$ cat config.mk
export PLATFORM = sky130hd
export DESIGN_NAME = pipeline_ctrl
export DESIGN_NICKNAME = d
export VERILOG_FILES = /design/src/rtl/pipeline_ctrl_pkg.sv /design/src/rtl/pipeline_ctrl_stall_watchdog.sv /design/src/rtl/pipeline_ctrl.sv
export SDC_FILE = /design/constraint.sdc
export NUM_CORES = 1
export LEC_CHECK = 0
export BUFFER_PORTS_ARGS = -buffer_cell sky130_fd_sc_hd__clkbuf_2
export CORE_ASPECT_RATIO = 1.4
export CORE_MARGIN = 5
export CORE_UTILIZATION = 49
export CTS_BUF_LIST = sky130_fd_sc_hd__clkbuf_4
export CTS_CLUSTER_DIAMETER = 150
export DETAILED_ROUTE_END_ITERATION = 6
export PLACE_DENSITY = 0.79
export SLEW_MARGIN = 20
export SYNTH_ARGS = -nofsm -noshare
export SYNTH_HDL_FRONTEND = slang
export SYNTH_SLANG_ARGS = --single-unit
$ cat constraint.sdc
create_clock -name cpu_clk_75M -period 2.41 [get_ports cpu_clk_75M]
set_input_delay 0.482 -clock cpu_clk_75M [delete_from_list [all_inputs] [get_ports cpu_clk_75M]]
set_output_delay 0.482 -clock cpu_clk_75M [all_outputs]
set_load 0.01 [all_outputs]
$ cat src/rtl/pipeline_ctrl_pkg.sv
// Shared encodings for the pipeline stall/flush sequencer: exception codes, stall vectors, FSM states.
package pipeline_ctrl_pkg;

   localparam int EXC_CODE_WIDTH = 5;
   typedef logic [EXC_CODE_WIDTH-1:0] exc_code_t;

   localparam exc_code_t EC_NONE = 5'h1f;
   localparam exc_code_t EC_ERET = 5'h1e;
   localparam exc_code_t EC_OV   = 5'h0c;

   localparam int STALL_W = 6;
   typedef logic [STALL_W-1:0] stall_t;

   localparam logic STOP    = 1'b1;
   localparam logic NO_STOP = 1'b0;

   // bit0=PC .. bit5=WB; the first 0 above a run of 1s is the stage that takes a bubble
   localparam stall_t STALL_MEM  = 6'b011111;
   localparam stall_t STALL_EX   = 6'b001111;
   localparam stall_t STALL_ID   = 6'b000111;
   localparam stall_t STALL_IF   = 6'b000011;
   localparam stall_t STALL_NONE = 6'b000000;

   typedef enum logic [1:0] {
      PCTRL_RUN     = 2'b01,
      PCTRL_WAIT_IF = 2'b10
   } pctrl_state_e;

   function automatic stall_t stall_vec(input logic req_mem, input logic req_ex,
                                        input logic req_id, input logic req_if);
      if (req_mem)     return STALL_MEM;
      else if (req_ex) return STALL_EX;
      else if (req_id) return STALL_ID;
      else if (req_if) return STALL_IF;
      else             return STALL_NONE;
   endfunction

endpackage

$ cat src/rtl/pipeline_ctrl_stall_watchdog.sv
// Stall watchdog: counts consecutive PC-stall cycles into a sticky timeout, plus a saturating debug count.
// Latency: timeout rises the cycle after the STALL_LIMIT-th consecutive stall; no backpressure.
module stall_watchdog
   import pipeline_ctrl_pkg::*;
#(
   parameter int STALL_LIMIT = 1024,
   parameter int CNT_W       = 16
) (
   input  logic             clk,
   input  logic             rst,
   input  logic             stall_pc,
   input  logic             flush,
   output logic             stall_timeout_o,
   output logic [CNT_W-1:0] stall_cycles_o
);

   localparam logic [CNT_W-1:0] CNT_MAX  = '1;
   localparam logic [CNT_W-1:0] CNT_ONE  = CNT_W'(1);
   localparam logic [CNT_W-1:0] LIMIT_M1 = CNT_W'(STALL_LIMIT - 1);

   logic [CNT_W-1:0] run_cnt_q, run_cnt_d;
   logic [CNT_W-1:0] cyc_cnt_q, cyc_cnt_d;
   logic             timeout_q, timeout_d;

   always_comb begin
      run_cnt_d = run_cnt_q;
      cyc_cnt_d = cyc_cnt_q;
      timeout_d = timeout_q;

      if (stall_pc != STOP || flush) begin
         run_cnt_d = '0;
      end else begin
         if (run_cnt_q != CNT_MAX) run_cnt_d = run_cnt_q + CNT_ONE;
         // this stalled cycle is the STALL_LIMIT-th in a row
         if (run_cnt_q >= LIMIT_M1) timeout_d = 1'b1;
      end

      if (stall_pc == STOP && cyc_cnt_q != CNT_MAX) cyc_cnt_d = cyc_cnt_q + CNT_ONE;
   end

   always_ff @(posedge clk) begin
      if (rst) begin
         run_cnt_q <= '0;
         cyc_cnt_q <= '0;
         timeout_q <= 1'b0;
      end else begin
         run_cnt_q <= run_cnt_d;
         cyc_cnt_q <= cyc_cnt_d;
         timeout_q <= timeout_d;
      end
   end

   assign stall_timeout_o = timeout_q;
   assign stall_cycles_o  = cyc_cnt_q;

endmodule

$ cat src/rtl/pipeline_ctrl.sv
// Central stall/flush sequencer: merges stage stall requests, accepts MEM exceptions/ERET, flushes and redirects PC.
// Latency: zero-cycle stall/flush/redirect; redirect is deferred while a fetch is outstanding (if_busy).
module pipeline_ctrl
   import pipeline_ctrl_pkg::*;
#(
   parameter logic [31:0] EXC_VECTOR  = 32'hBFC0_0380,
   parameter int          STALL_LIMIT = 1024,
   parameter int          CNT_W       = 16
) (
   input  logic                      cpu_clk_75M,
   input  logic                      cpu_rst,
   input  logic                      stallreq_if,
   input  logic                      stallreq_id,
   input  logic                      stallreq_ex,
   input  logic                      stallreq_mem,
   input  logic                      if_busy,
   input  logic [EXC_CODE_WIDTH-1:0] exc_code_i,
   input  logic [31:0]               cp0_epc_i,
   output logic [STALL_W-1:0]        stall,
   output logic                      flush,
   output logic                      pc_redirect,
   output logic [31:0]               redirect_pc,
   output logic                      stall_timeout_o,
   output logic [CNT_W-1:0]          stall_cycles_o
);

   pctrl_state_e state_q, state_d;
   logic [31:0]  pend_pc_q, pend_pc_d;
   logic [31:0]  exc_target;

   always_comb begin
      exc_target  = (exc_code_i == EC_ERET) ? cp0_epc_i : EXC_VECTOR;
      state_d     = state_q;
      pend_pc_d   = pend_pc_q;
      stall       = STALL_NONE;
      flush       = 1'b0;
      pc_redirect = 1'b0;
      redirect_pc = 32'h0;

      case (state_q)
         PCTRL_RUN: begin
            stall = stall_vec(stallreq_mem, stallreq_ex, stallreq_id, stallreq_if);
            // MEM must be idle on the data bus before its exception can be taken
            if (exc_code_i != EC_NONE && !stallreq_mem) begin
               stall = STALL_NONE;
               flush = 1'b1;
               if (if_busy) begin
                  pend_pc_d = exc_target;
                  state_d   = PCTRL_WAIT_IF;
               end else begin
                  pc_redirect = 1'b1;
                  redirect_pc = exc_target;
               end
            end
         end
         PCTRL_WAIT_IF: begin
            stall = STALL_IF;
            if (!if_busy) begin
               // second flush drops whatever the stale fetch delivered
               stall       = STALL_NONE;
               flush       = 1'b1;
               pc_redirect = 1'b1;
               redirect_pc = pend_pc_q;
               state_d     = PCTRL_RUN;
            end
         end
         default: state_d = PCTRL_RUN;
      endcase

      if (cpu_rst) begin
         stall       = STALL_NONE;
         flush       = 1'b0;
         pc_redirect = 1'b0;
         redirect_pc = 32'h0;
      end
   end

   always_ff @(posedge cpu_clk_75M) begin
      if (cpu_rst) begin
         state_q   <= PCTRL_RUN;
         pend_pc_q <= 32'h0;
      end else begin
         state_q   <= state_d;
         pend_pc_q <= pend_pc_d;
      end
   end

   stall_watchdog #(
      .STALL_LIMIT (STALL_LIMIT),
      .CNT_W       (CNT_W)
   ) u_stall_watchdog (
      .clk             (cpu_clk_75M),
      .rst             (cpu_rst),
      .stall_pc        (stall[0]),
      .flush           (flush),
      .stall_timeout_o (stall_timeout_o),
      .stall_cycles_o  (stall_cycles_o)
   );

endmodule

# [Word level (Yosys, flattened, before mapping)]
# Cells that the tools add are included.
[classes] add_sub_neg=2 order_cmp=1 n_eq_ne=9 mux=25 bitwise=2 reduce_logical=8
[ops] cell="two-way mux 32 bit" n=5
[ops] cell="one-hot mux 32 bit (2 select lines)" n=1
[ops] cell="adder 16 x 1 -> 16 bit, second input constant" n=2
[ops] cell="inequality test 16 bit, second input constant" n=2
[ops] cell="greater-or-equal comparator 16 x 10 -> 1 bit, second input constant" n=1
[ops] cell="two-way mux 6 bit" n=2
[ops] cell="one-hot mux 6 bit (2 select lines)" n=1
[ops] cell="two-way mux 2 bit" n=5
[ops] cell="inequality test 2 bit, second input constant" n=3
[ops] cell="AND reduction 3 bit" n=2
[ops] cell="== test 5 bit, second input constant" n=1
[ops] cell="two-way mux 1 bit" n=5
[ops] cell="two-way mux 5 bit" n=1
[ops] cell="inequality test 5 bit, second input constant" n=1
[ops] cell="two-way mux 4 bit" n=1
[ops] cell="one-hot mux 1 bit (2 select lines)" n=2
[ops] cell="one-hot mux 2 bit (2 select lines)" n=1
[ops] cell="two-way mux 3 bit" n=1
[ops] cell="== test 2 x 1 -> 1 bit, second input constant" n=1
[ops] cell="== test 2 bit, second input constant" n=1
[ops] cell="logical AND 1 bit" n=2
[ops] cell="NOT 1 bit" n=2
[ops] cell="AND reduction 2 bit" n=1
[ops] cell="OR reduction 2 bit" n=1
[ops] cell="other kinds (2)" n=2
[totals] register_bits=67 inputBits=44 output_inout_bits=57 wordCells=52

# [Depth between registers and ports, before layout]
# Gate-level depths: netlist of run 1.
[depth] ltp_word=11 mapped_depth=10

# [Hierarchy]
# From an unflattened synthesis of run 1, not the netlist that was laid out.
[hier_totals] hier_cells=413 area_unflattened_um2=3659.8
[modules_own_cells] module="pipeline_ctrl" instances=1 cells_per_inst=221 area_each_um2=1993.2
[modules_own_cells] module="stall_watchdog" instances=1 cells_per_inst=192 area_each_um2=1666.6

# [Least setup slack after synthesis of run 1]
# OpenSTA, ideal clock, no wires.
[synth_path] path_type="register to output" startpoint="register state_q[0]" endpoint="output port stall[0]" arrival_ns=2.014 required_ns=1.928 path_slack_ns=-0.086 path_stages_with_launch=9 n_path_buf=2 path_cell_list="dfxtp_1 inv_1 ha_1 or3b_1 or4_4 and2_4 inv_1 buf_4 buf_4"
[synth_between] elab_chain_len=3 elab_cells_between_ends=4 classes_between="eq/ne (2); mux (2)"
[synth_rtl] element="from (decl)" line="pipeline_ctrl.sv:27" source="pctrl_state_e state_q, state_d;"
[synth_rtl] element="from (signal assigned)" line="pipeline_ctrl.sv:83" source="state_q <= state_d;"
[synth_rtl] element="== test 2 bit / == test 2 x 1 -> 1 bit (equally long branches)" line="pipeline_ctrl.sv:40" source="case (state_q)"
[synth_rtl] element="one-hot mux 6 bit (2 select lines) *" line="pipeline_ctrl.sv:40"
[synth_rtl] element="two-way mux 6 bit *" line="pipeline_ctrl.sv:70" source="if (cpu_rst) begin"
[synth_rtl] element="to (decl)" line="pipeline_ctrl.sv:19" source="output logic [STALL_W-1:0] stall,"
# Mark *: on every way between the ends. The rest lies on a longest branch, timed or not.

# [Worst setup path in the final report of run 1]
# Ends and elaborated chain as after synthesis.

==> results of run 1 <==
layout by cell type (no fill, tap or decap), types with 3 or more instances in the layout:
| cell | Yosys | final |
|---|---|---|
| dfxtp_1 | 67 | 65 |
| nor3_1 | 31 | 30 |
| clkbuf_4 | 0 | 12 |
| buf_6 | 2 | 9 |
| inv_1 | 7 | 5 |
| a32oi_1 | 20 | 16 |
| a31oi_1 | 4 | 4 |
| a32oi_2 | 0 | 4 |
| nor2_1 | 64 | 62 |
| buf_12 | 0 | 4 |
| or4_4 | 1 | 3 |
| buf_4 | 4 | 17 |
| buf_2 | 0 | 33 |
| xnor2_1 | 6 | 6 |
| or3_1 | 5 | 5 |
| o21ai_0 | 18 | 18 |
| clkbuf_2 | 0 | 64 |
| or4_1 | 5 | 3 |
| nand4_1 | 11 | 11 |
| nand2_1 | 46 | 45 |
| xor2_1 | 4 | 4 |
| a21oi_1 | 46 | 44 |
| nand3_1 | 30 | 30 |
| and4_1 | 4 | 4 |
| or2_2 | 3 | 3 |
| and3_1 | 4 | 4 |
| mux2i_1 | 6 | 6 |
repair_timing:
item	4_1_cts	5_1_grt
setup endpoints to repair	46	64
pin swaps	28	8
setup buffers	6	2
gates resized for setup	14	54
cloned	2	0
kinds of logic after synthesis:
family | Yosys count
adder cells (fa/ha/maj) | 4
other | 1
AO/OA/AOI/OAI | 105
flip-flops | 67
XOR/XNOR | 10
AND/OR/NAND/NOR | 221
multiplexers | 7
buffers and inverters | 46
layer usage:
| metal | GRT usage | wire length [µm] | vias up |
|---|---|---|---|
| li1 | - | - | 1869 |
| met3 | 0.0311 | 536 | 26 |
| met5 | 0 | 0 | - |
| met1 | 0.261 | 3920 | 1776 |
| met4 | 0.106 | 284 | 0 |
| met2 | 0.397 | 5190 | 136 |
worst max path at each step:
stage | startpoint | endpoint | cells after the start
detailed placement | state_q[0] | u_stall_watchdog.stall_cycles_o[14] | 9
floorplan | state_q[0] | stall[0] | 8
global placement | state_q[0] | stall[0] | 7
CTS | state_q[0] | stall[1] | 7
global route | state_q[0] | stall[0] | 7
finish | state_q[0] | stall[0] | 7
flip-flops by register name, indices dropped and copies added, names as in the netlist:
register / flops
pend_pc_q: 32
state_q: 2
u_stall_watchdog.run_cnt_q: 16
u_stall_watchdog.stall_cycles_o: 16
u_stall_watchdog.stall_timeout_o: 1
worst max-delay path, cell delays in order, from the launching register on:
cell	delay, ps
dfxtp_2	360
inv_2	40
ha_4	200
or3b_4	370
or4_4	490
and2_4	170
inv_4	70
buf_6	100
report_power, final:
part,internal (mW),switching (mW),total [mW]
clock,0.448,0.375,0.824
combinational,0.176,0.216,0.391
sequential,1.13,0.0172,1.15
area by class of cell:
class | instances | area (µm²) | share of cell area
flip-flops and latches | 67 | 1340 | 0.293
multi-input cells | 348 | 2070 | 0.453
inverters | 7 | 28.8 | 0.00628
well taps | 95 | 119 | 0.0260
clock inverters | 3 | 63.8 | 0.0139
repair buffers | 129 | 860 | 0.188
clock buffers | 12 | 90.1 | 0.0197
==> flow_metrics.py, run 1 <==
metrics = {
    "outcome": {
        "status": "finished with violations",
        "violations": "negative setup slack",
    },
    "clock_tree": {
        "clk_latency_ps": 410,
        "cts_root_buffer": "clkbuf_4",
        "cts_hold_repair.buffers": 0,
        "cts_tree": "yes",
        "numClockSinks": 67,
        "cts_buffers": 9,
        "cts_buffer_depth": 2,
        "clk_pin_slew_ps": 110,
        "h-tree-depth": 3,
    },
    "synthesis": {
        "synthSimpleGateAreaFrac": 0.308,
        "yosysMostFrequentCell": "dfxtp_1",
        "postSynthAreaPerCell_um2": 7.58,
        "yosysSeqAreaShare": 0.384,
        "synthXorXnorAreaFrac": 0.0251,
        "syn_area_mm2": 0.00349,
        "async_reset_ff_frac": 0,
        "synth_fp_nets": 509,
        "syn_inst": 461,
        "synth_top_family_by_area": "simple AND/OR/NAND/NOR gates",
        "synth_top_area_share": 0.384,
        "synthFlopType": "dfxtp_1",
        "synth_compound_area_frac": 0.189,
        "ys_types": 49,
        "yosys_register_bits": 67,
        "synth_top_area_cell": "dfxtp_1",
        "yosys_warnings": 0,
        "synth_mux_area_frac": 0.0204,
        "synthAdderAreaFrac": 0.0143,
        "synthTopCellsByArea": "dfxtp_1 (38%), nor2_1 (6.9%), a21oi_1 (6.6%)",
        "synth_commonest_cells": "dfxtp_1 (67), nor2_1 (64), a21oi_1 (46), nand2_1 (46), clkbuf_1 (32)",
        "synth-edff-count": 0,
    },
    "route": {
        "vias_per_cell": 5.76,
        "ant_nets": 0,
        "dr.first_iter.drc_count": 271,
        "drc": 0,
        "routed_wirelength_mm": 9.93,
        "drtPass1Iterations": 5,
        "wl_per_cell_um": 15.0,
        "vias": 3807,
    },
    "floorplan": {
        "dieWidth_um": 81.3,
        "die_h_um": 110,
        "die_area_mm2": 0.00894,
        "rows": 36,
        "io_pins": 101,
        "core_mm2": 0.00694,
        "start_util": 0.503,
    },
    "placement": {
        "place_hpwl_mm": 6.68,
        "placed_area_mm2": 0.00414,
        "pre_cts_ws_ps": -24.3,
        "gp_congestion": 0.902,
        "io_buffers": 99,
        "dp.cells": 636,
    },
    "finish": {
        "final_area_mm2": 0.00458,
        "area_growth_pct": 31.1,
        "nNetsFinal": 610,
        "final_core_util": 0.660,
        "fill_cells": 609,
        "fin_cells": 661,
        "diodes": 0,
        "drive_above_1_share": 0.309,
    },
    "setup_path": {
        "worstPathMaxFanout": 3,
        "r2r_end": "u_stall_watchdog.stall_cycles_o[9]",
        "worst_r2r_path_depth": 9,
        "critPathRequiredTime_ps": 1930,
        "arrival_ps": 2210,
        "path_class": "reg -> out",
        "critPathLaunchType": "flip-flop",
        "r2r-start": "state_q[0]",
        "critPathCaptureType": "output port",
        "reg2reg_setup_slack_ps": -220,
    },
    "worst_hold_path": {
        "worstHoldEndpoint": "pend_pc_q[13]",
        "holdPathStages": 3,
        "hp-class": "in -> reg",
        "min_from": "cp0_epc_i[13]",
    },
    "timing": {
        "max_slew.worst_pin.slew_ps": 536,
        "hold_violations": 0,
        "rsz0062_at_grt": "yes",
        "finalHoldWorstSlack_ps": 300,
        "slew_headroom": 0.642,
        "fin_ws_ps": -278,
        "setup_violations": 37,
        "period_minus_slack_ps": 2690,
        "skew_ps": 12.8,
        "maxSlewViolCount": 0,
        "period_share": 1.12,
        "tns_ps": -6850,
        "timing.fmax_mhz": 372,
    },
    "grt": {
        "grt_max_degree": 52,
        "antenna_found_initial": 0,
        "grt_pass1_wl_mm": 16.0,
        "grt-ovfl-total": 0,
        "grt_pass1_vias": 3573,
        "grt.total_usage": 0.224,
    },
    "power": {
        "power.total_mw": 2.36,
        "ir_worst_vdd_uv": 469,
        "power.density_mw_per_mm2": 516,
        "leakage_nw": 1.82,
    },
    "run": {
        "cap_violations": 0,
    },
}
No activity file was read; power rests on OpenSTA's default activity.
==> run 2, diff against run 1 <==
--- a/config.mk
+++ b/config.mk
@@ -13,6 +13,7 @@
 export CTS_CLUSTER_DIAMETER = 150
 export DETAILED_ROUTE_END_ITERATION = 6
 export PLACE_DENSITY = 0.79
+export SETUP_SLACK_MARGIN = 0.1
 export SLEW_MARGIN = 20
 export SYNTH_ARGS = -nofsm -noshare
 export SYNTH_HDL_FRONTEND = slang
==> run 2 against run 1 <==
  * The flow still finishes with violations (negative setup slack)
  * Setup slack lost 19 ps
  * Global-route usage grew 0.094 points
  * Non-clock buffer count grew 4
  * Clock power shrank 26%
  * Flip-flop and latch count is the same
  * Power shrank 7.2%
  * Largest power group unchanged
==> flow_metrics.py, run 2 (same netlist as run 1, synthesis figures left out) <==
metrics = {
    "outcome": {
        "status": "finished with violations",
        "violations": "negative setup slack",
    },
    "setup_path": {
        "critPathRequiredTime_ps": 1930,
        "critPathLaunchType": "flip-flop",
        "cp.buffers_inverters": 3,
        "cp_top_family": "simple AND/OR/NAND/NOR gates",
        "path_cells": "inv_2, ha_4, or3b_4, or4_4, and2_4, clkinv_4, buf_6",
        "critPathCaptureType": "output port",
        "path_class": "reg -> out",
        "cp_slowest_stage_delay_ps": 490,
        "cp_slowest_cell": "or4_4",
        "reg2reg_setup_slack_ps": -270,
        "cp-endpoint": "stall[1]",
        "worstPathMaxFanout": 3,
        "r2r-start": "state_q[0]",
        "worst_r2r_path_depth": 9,
        "r2r_end": "u_stall_watchdog.stall_cycles_o[9]",
        "arrival_ps": 2220,
        "cp_num_cells": 7,
        "crit_start": "state_q[0]",
    },
    "grt": {
        "grt.total_usage": 0.225,
        "grt-ovfl-total": 0,
        "grt_pass1_wl_mm": 16.0,
        "grt_pass1_vias": 3498,
        "antenna_found_initial": 0,
        "grt_max_degree": 52,
    },
    "power": {
        "leakage_nw": 1.79,
        "intPower_mw": 1.55,
        "ir_worst_vdd_uv": 296,
        "sw_frac_of_total": 0.296,
        "p_sw_mw": 0.649,
        "seqPwrFrac": 0.524,
        "p_clk_frac": 0.279,
        "power.density_mw_per_mm2": 468,
        "combPwrFrac": 0.197,
    },
    "route": {
        "vias_per_cell": 5.90,
        "ant_nets": 0,
        "wl_per_cell_um": 16.4,
        "drc": 0,
        "routed_wirelength_mm": 10.9,
        "vias": 3916,
        "drtPass1Iterations": 4,
        "dr.first_iter.drc_count": 270,
    },
    "timing": {
        "maxSlewViolCount": 0,
        "period_minus_slack_ps": 2710,
        "hold_violations": 0,
        "max_slew.worst_pin.slew_ps": 650,
        "setup_violations": 58,
        "slew_headroom": 0.561,
        "skew_ps": 10.8,
        "rsz0062_at_grt": "yes",
        "timing.fmax_mhz": 369,
        "period_share": 1.12,
        "tns_ps": -8530,
        "finalHoldWorstSlack_ps": 295,
        "fin_ws_ps": -297,
    },
    "placement": {
        "place_hpwl_mm": 6.56,
        "gp_congestion": 0.869,
        "io_buffers": 99,
        "pre_cts_ws_ps": -33.5,
    },
    "run": {
        "cap_violations": 0,
    },
    "clock_tree": {
        "clk_latency_ps": 420,
        "cts_buffers": 9,
        "cts_root_buffer": "clkbuf_4",
        "numClockSinks": 67,
        "h-tree-depth": 3,
        "cts_buffer_depth": 2,
        "clk_pin_slew_ps": 110,
        "cts_tree": "yes",
    },
    "floorplan": {
        "die_h_um": 110,
        "dieWidth_um": 81.3,
        "die_area_mm2": 0.00894,
        "start_util": 0.503,
        "rows": 36,
        "core_mm2": 0.00694,
        "io_pins": 101,
    },
    "finish": {
        "drive_above_1_share": 0.339,
        "largest_reg_flops": 32,
        "area_growth_pct": 34.1,
        "final_common_cell": "clkbuf_2",
        "final_cell_mix": "clkbuf_2 (72), dfxtp_1 (65), nor2_1 (55)",
        "diodes": 0,
        "regMostFlops": "pend_pc_q",
        "nNetsFinal": 614,
    },
    "worst_hold_path": {
        "hp-class": "in -> reg",
    },
}
run 2: cell type report:
class	instances	area, µm²
inverters	7	31.3
multi-input cells	348	2170
well taps	95	119
repair buffers	133	922
fillers	614	2250
clock inverters	3	17.5
clock buffers	11	82.6
flip-flops and latches	67	1340
run 2: what timing repair did:
| action | CTS | global route |
|---|---|---|
| cloned | 3 | 1 |
| resized for setup | 28 | 71 |
| endpoints found under the setup margin | 51 | 67 |
| hold buffers | 0 | 0 |
| setup buffers | 7 | 6 |
| pin swaps | 8 | 25 |
| hold endpoints to repair | 0 | 0 |
run 2: through the flow:
stage                      util  total power [mW]  cell area (µm²)  cells
after floorplan               -              1.36             3500    461
after global placement    0.593              1.47             4110    634
after detailed placement  0.593              1.48             4110    634
after CTS                 0.640              2.13             4440    658
after global routing      0.675              2.27             4680    664
final                     0.675              2.19             4680    664
run 2: tightest hold or removal path, cell delays in order:
cell      delay (ps)
clkbuf_2          90
nand3_1           60
a21oi_1           50
run 2: metal layers:
layer	routed length, µm	GRT usage
met5	0	0
met4	339	0.110
met3	714	0.0320
met2	5720	0.395
met1	4130	0.264
run 2: worst min path at each step:
stage	slack (ps)	startpoint	endpoint	cells past startpoint
floorplan	440	pend_pc_q[0]	pend_pc_q[0]	2
global placement	440	pend_pc_q[21]	pend_pc_q[21]	2
detailed placement	450	pend_pc_q[1]	pend_pc_q[1]	2
CTS	300	cp0_epc_i[2]	pend_pc_q[2]	3
global route	320	cp0_epc_i[14]	pend_pc_q[14]	3
finish	300	cp0_epc_i[15]	pend_pc_q[15]	3
run 2: power by group through the flow:
stage          sequential, mW  combinational, mW  clock [mW]
6_report                 1.15              0.432       0.611
5_1_grt                  1.15              0.466       0.651
4_1_cts                  1.15              0.372       0.608
3_5_place_dp             1.17              0.308           0
3_3_place_gp             1.17              0.303           0
2_1_floorplan            1.17              0.189           0
==> run 3, diff against run 2 <==
--- a/config.mk
+++ b/config.mk
@@ -12,6 +12,7 @@
 export CTS_BUF_LIST = sky130_fd_sc_hd__clkbuf_4
 export CTS_CLUSTER_DIAMETER = 150
 export DETAILED_ROUTE_END_ITERATION = 6
+export MAX_ROUTING_LAYER = met4
 export PLACE_DENSITY = 0.79
 export SETUP_SLACK_MARGIN = 0.1
 export SLEW_MARGIN = 20
==> run 3 against run 2 <==
  * The flow still finishes with violations (negative setup slack)
  * Largest cell class unchanged
  * Sequential power about the same
  * Largest power group unchanged
  * Critical path type is now reg -> reg
  * Utilization fell by 0.54 points
  * Highest routed layer unchanged
  * Non-clock buffer count is 2 lower
  * Flip-flop and latch count is the same
  * First-iteration DRC count decreased by 12%
==> flow_metrics.py, run 3 (same netlist as run 1, synthesis figures left out) <==
metrics = {
    "outcome": {
        "status": "finished with violations",
        "violations": "negative setup slack",
    },
    "floorplan": {
        "rows": 36,
        "die_h_um": 110,
        "die_area_mm2": 0.00894,
        "io_pins": 101,
        "core_mm2": 0.00694,
        "start_util": 0.503,
        "dieWidth_um": 81.3,
    },
    "setup_path": {
        "worstPathMaxFanout": 5,
        "cp_slowest_stage_delay_ps": 550,
        "critPathRequiredTime_ps": 2740,
        "worst_path_most_repeated_cell": "or4_4",
        "path_cells": "inv_2, ha_4, or3b_4, or4_4, and2_4, buf_4, buf_6, or4_4, a21oi_2",
        "arrival_ps": 3020,
        "critPathLaunchType": "flip-flop",
        "path_class": "reg -> reg",
        "critPathCaptureType": "flip-flop",
        "cp_slowest_cell": "or4_4",
    },
    "route": {
        "top_layer": "met4",
        "drtPass1Iterations": 4,
        "ant_nets": 0,
        "vias": 3883,
        "drc": 0,
        "vias_per_cell": 5.87,
        "dr.first_iter.drc_count": 238,
        "routed_wirelength_mm": 10.7,
        "wl_met1_mm": 4.06,
        "route.met3.wl_um": 730,
        "wl_per_cell_um": 16.1,
        "met2_length_mm": 5.65,
    },
    "finish": {
        "fill_cells": 628,
        "drive_above_1_share": 0.333,
        "final_cell_mix": "clkbuf_2 (72), dfxtp_1 (65), nor2_1 (55)",
        "nNetsFinal": 612,
        "area_growth_pct": 33.1,
        "regMostFlops": "pend_pc_q",
        "largest_reg_flops": 32,
        "fin_cells": 662,
        "final_area_mm2": 0.00465,
        "diodes": 0,
        "final_common_cell": "clkbuf_2",
    },
    "timing": {
        "max_slew.worst_pin.slew_ps": 526,
        "period_minus_slack_ps": 2700,
        "setup_violations": 41,
        "rsz0062_at_grt": "yes",
        "hold_violations": 0,
        "fin_ws_ps": -286,
        "tns_ps": -6360,
        "slew_headroom": 0.647,
        "finalHoldWorstSlack_ps": 313,
        "maxSlewViolCount": 0,
        "timing.fmax_mhz": 371,
        "skew_ps": 13.9,
        "period_share": 1.12,
    },
    "grt": {
        "grt_max_degree": 52,
        "grt-ovfl-total": 0,
        "grt_pass1_wl_mm": 16.0,
        "grt.total_usage": 0.232,
        "grt_pass1_vias": 3497,
        "antenna_found_initial": 0,
    },
    "clock_tree": {
        "cts_root_buffer": "clkbuf_4",
        "numClockSinks": 67,
        "cts_buffer_depth": 2,
        "cts_buffers": 9,
        "cts_tree": "yes",
        "clk_pin_slew_ps": 110,
        "clk_latency_ps": 410,
        "h-tree-depth": 3,
    },
    "placement": {
        "gp_congestion": 0.883,
        "placed_area_mm2": 0.00411,
        "io_buffers": 99,
        "place_hpwl_mm": 6.56,
        "dp.cells": 634,
    },
    "power": {
        "power.density_mw_per_mm2": 467,
        "power.total_mw": 2.17,
        "ir_worst_vdd_uv": 300,
        "leakage_nw": 1.78,
    },
    "worst_hold_path": {
        "hp-class": "in -> reg",
    },
    "run": {
        "cap_violations": 0,
    },
}
-- run 3: cell types whose count changed in the layout (fill, tap and decap cells not counted) --
cell	before	now
nand3_2	0	1
mux2_4	0	1
nand2_4	0	1
nand2_8	1	0
nand3_1	30	29
mux2_2	1	0
a211oi_2	3	2
a211oi_1	0	1
a21oi_2	6	4
buf_4	13	11
a21oi_1	40	42
nor2_4	6	4
nor2_2	3	5
-- run 3: final timing paths --
check                           depth (start not counted)  slack, ps                            endpoint           from
worst max register to register                          9       -290  u_stall_watchdog.stall_cycles_o[9]     state_q[0]
worst min register to register                          2        460                        pend_pc_q[1]   pend_pc_q[1]
worst max-delay path                                    9       -290  u_stall_watchdog.stall_cycles_o[9]     state_q[0]
worst min-delay path                                    3        310                       pend_pc_q[15]  cp0_epc_i[15]
-- run 3: cell type report --
type | count | area [µm²] | share of cell area
clock inverter | 3 | 17.5 | 0.00377
timing repair buffer | 131 | 907 | 0.195
clock buffer | 11 | 82.6 | 0.0178
multi-input combinational | 348 | 2150 | 0.462
sequential | 67 | 1340 | 0.289
inverter | 7 | 31.3 | 0.00673
tap | 95 | 119 | 0.0256
-- run 3: power breakdown --
| part | switching, mW | total (mW) | internal [mW] |
|---|---|---|---|
| clock network | 0.381 | 0.602 | 0.221 |
| logic | 0.232 | 0.418 | 0.186 |
| registers | 0.0185 | 1.15 | 1.13 |
-- run 3: through the flow --
step	utilization	setup slack, ps
finish	0.670	-286
global route	0.670	-327
CTS	0.640	-333
detailed placement	0.593	-33.5
global placement	0.593	-8.45
floorplan	-	-8.88
-- run 3: routing by layer --
layer | track usage | vias up
met4 | 0.110 | 0
met2 | 0.395 | 172
met3 | 0.0320 | 21
li1 | - | 1873
met1 | 0.265 | 1817
met5 | - | -
-- run 3: critical path, delay by kind of cell (launching register included) --
kind,cells,cell delay [ps]
DFF,1,350
adders and majority gates,1,200
buffers and inverters,3,310
and+or+nand+nor,4,1600
AOI/OAI and AO/OA,1,170
-- run 3: timing repair --
| item | CTS | global route |
|---|---|---|
| pin swaps | 8 | 19 |
| cloned | 3 | 1 |
| resized for setup | 28 | 67 |
| endpoints found under the setup margin | 51 | 67 |
| setup buffers | 7 | 5 |
| hold buffers | 0 | 0 |
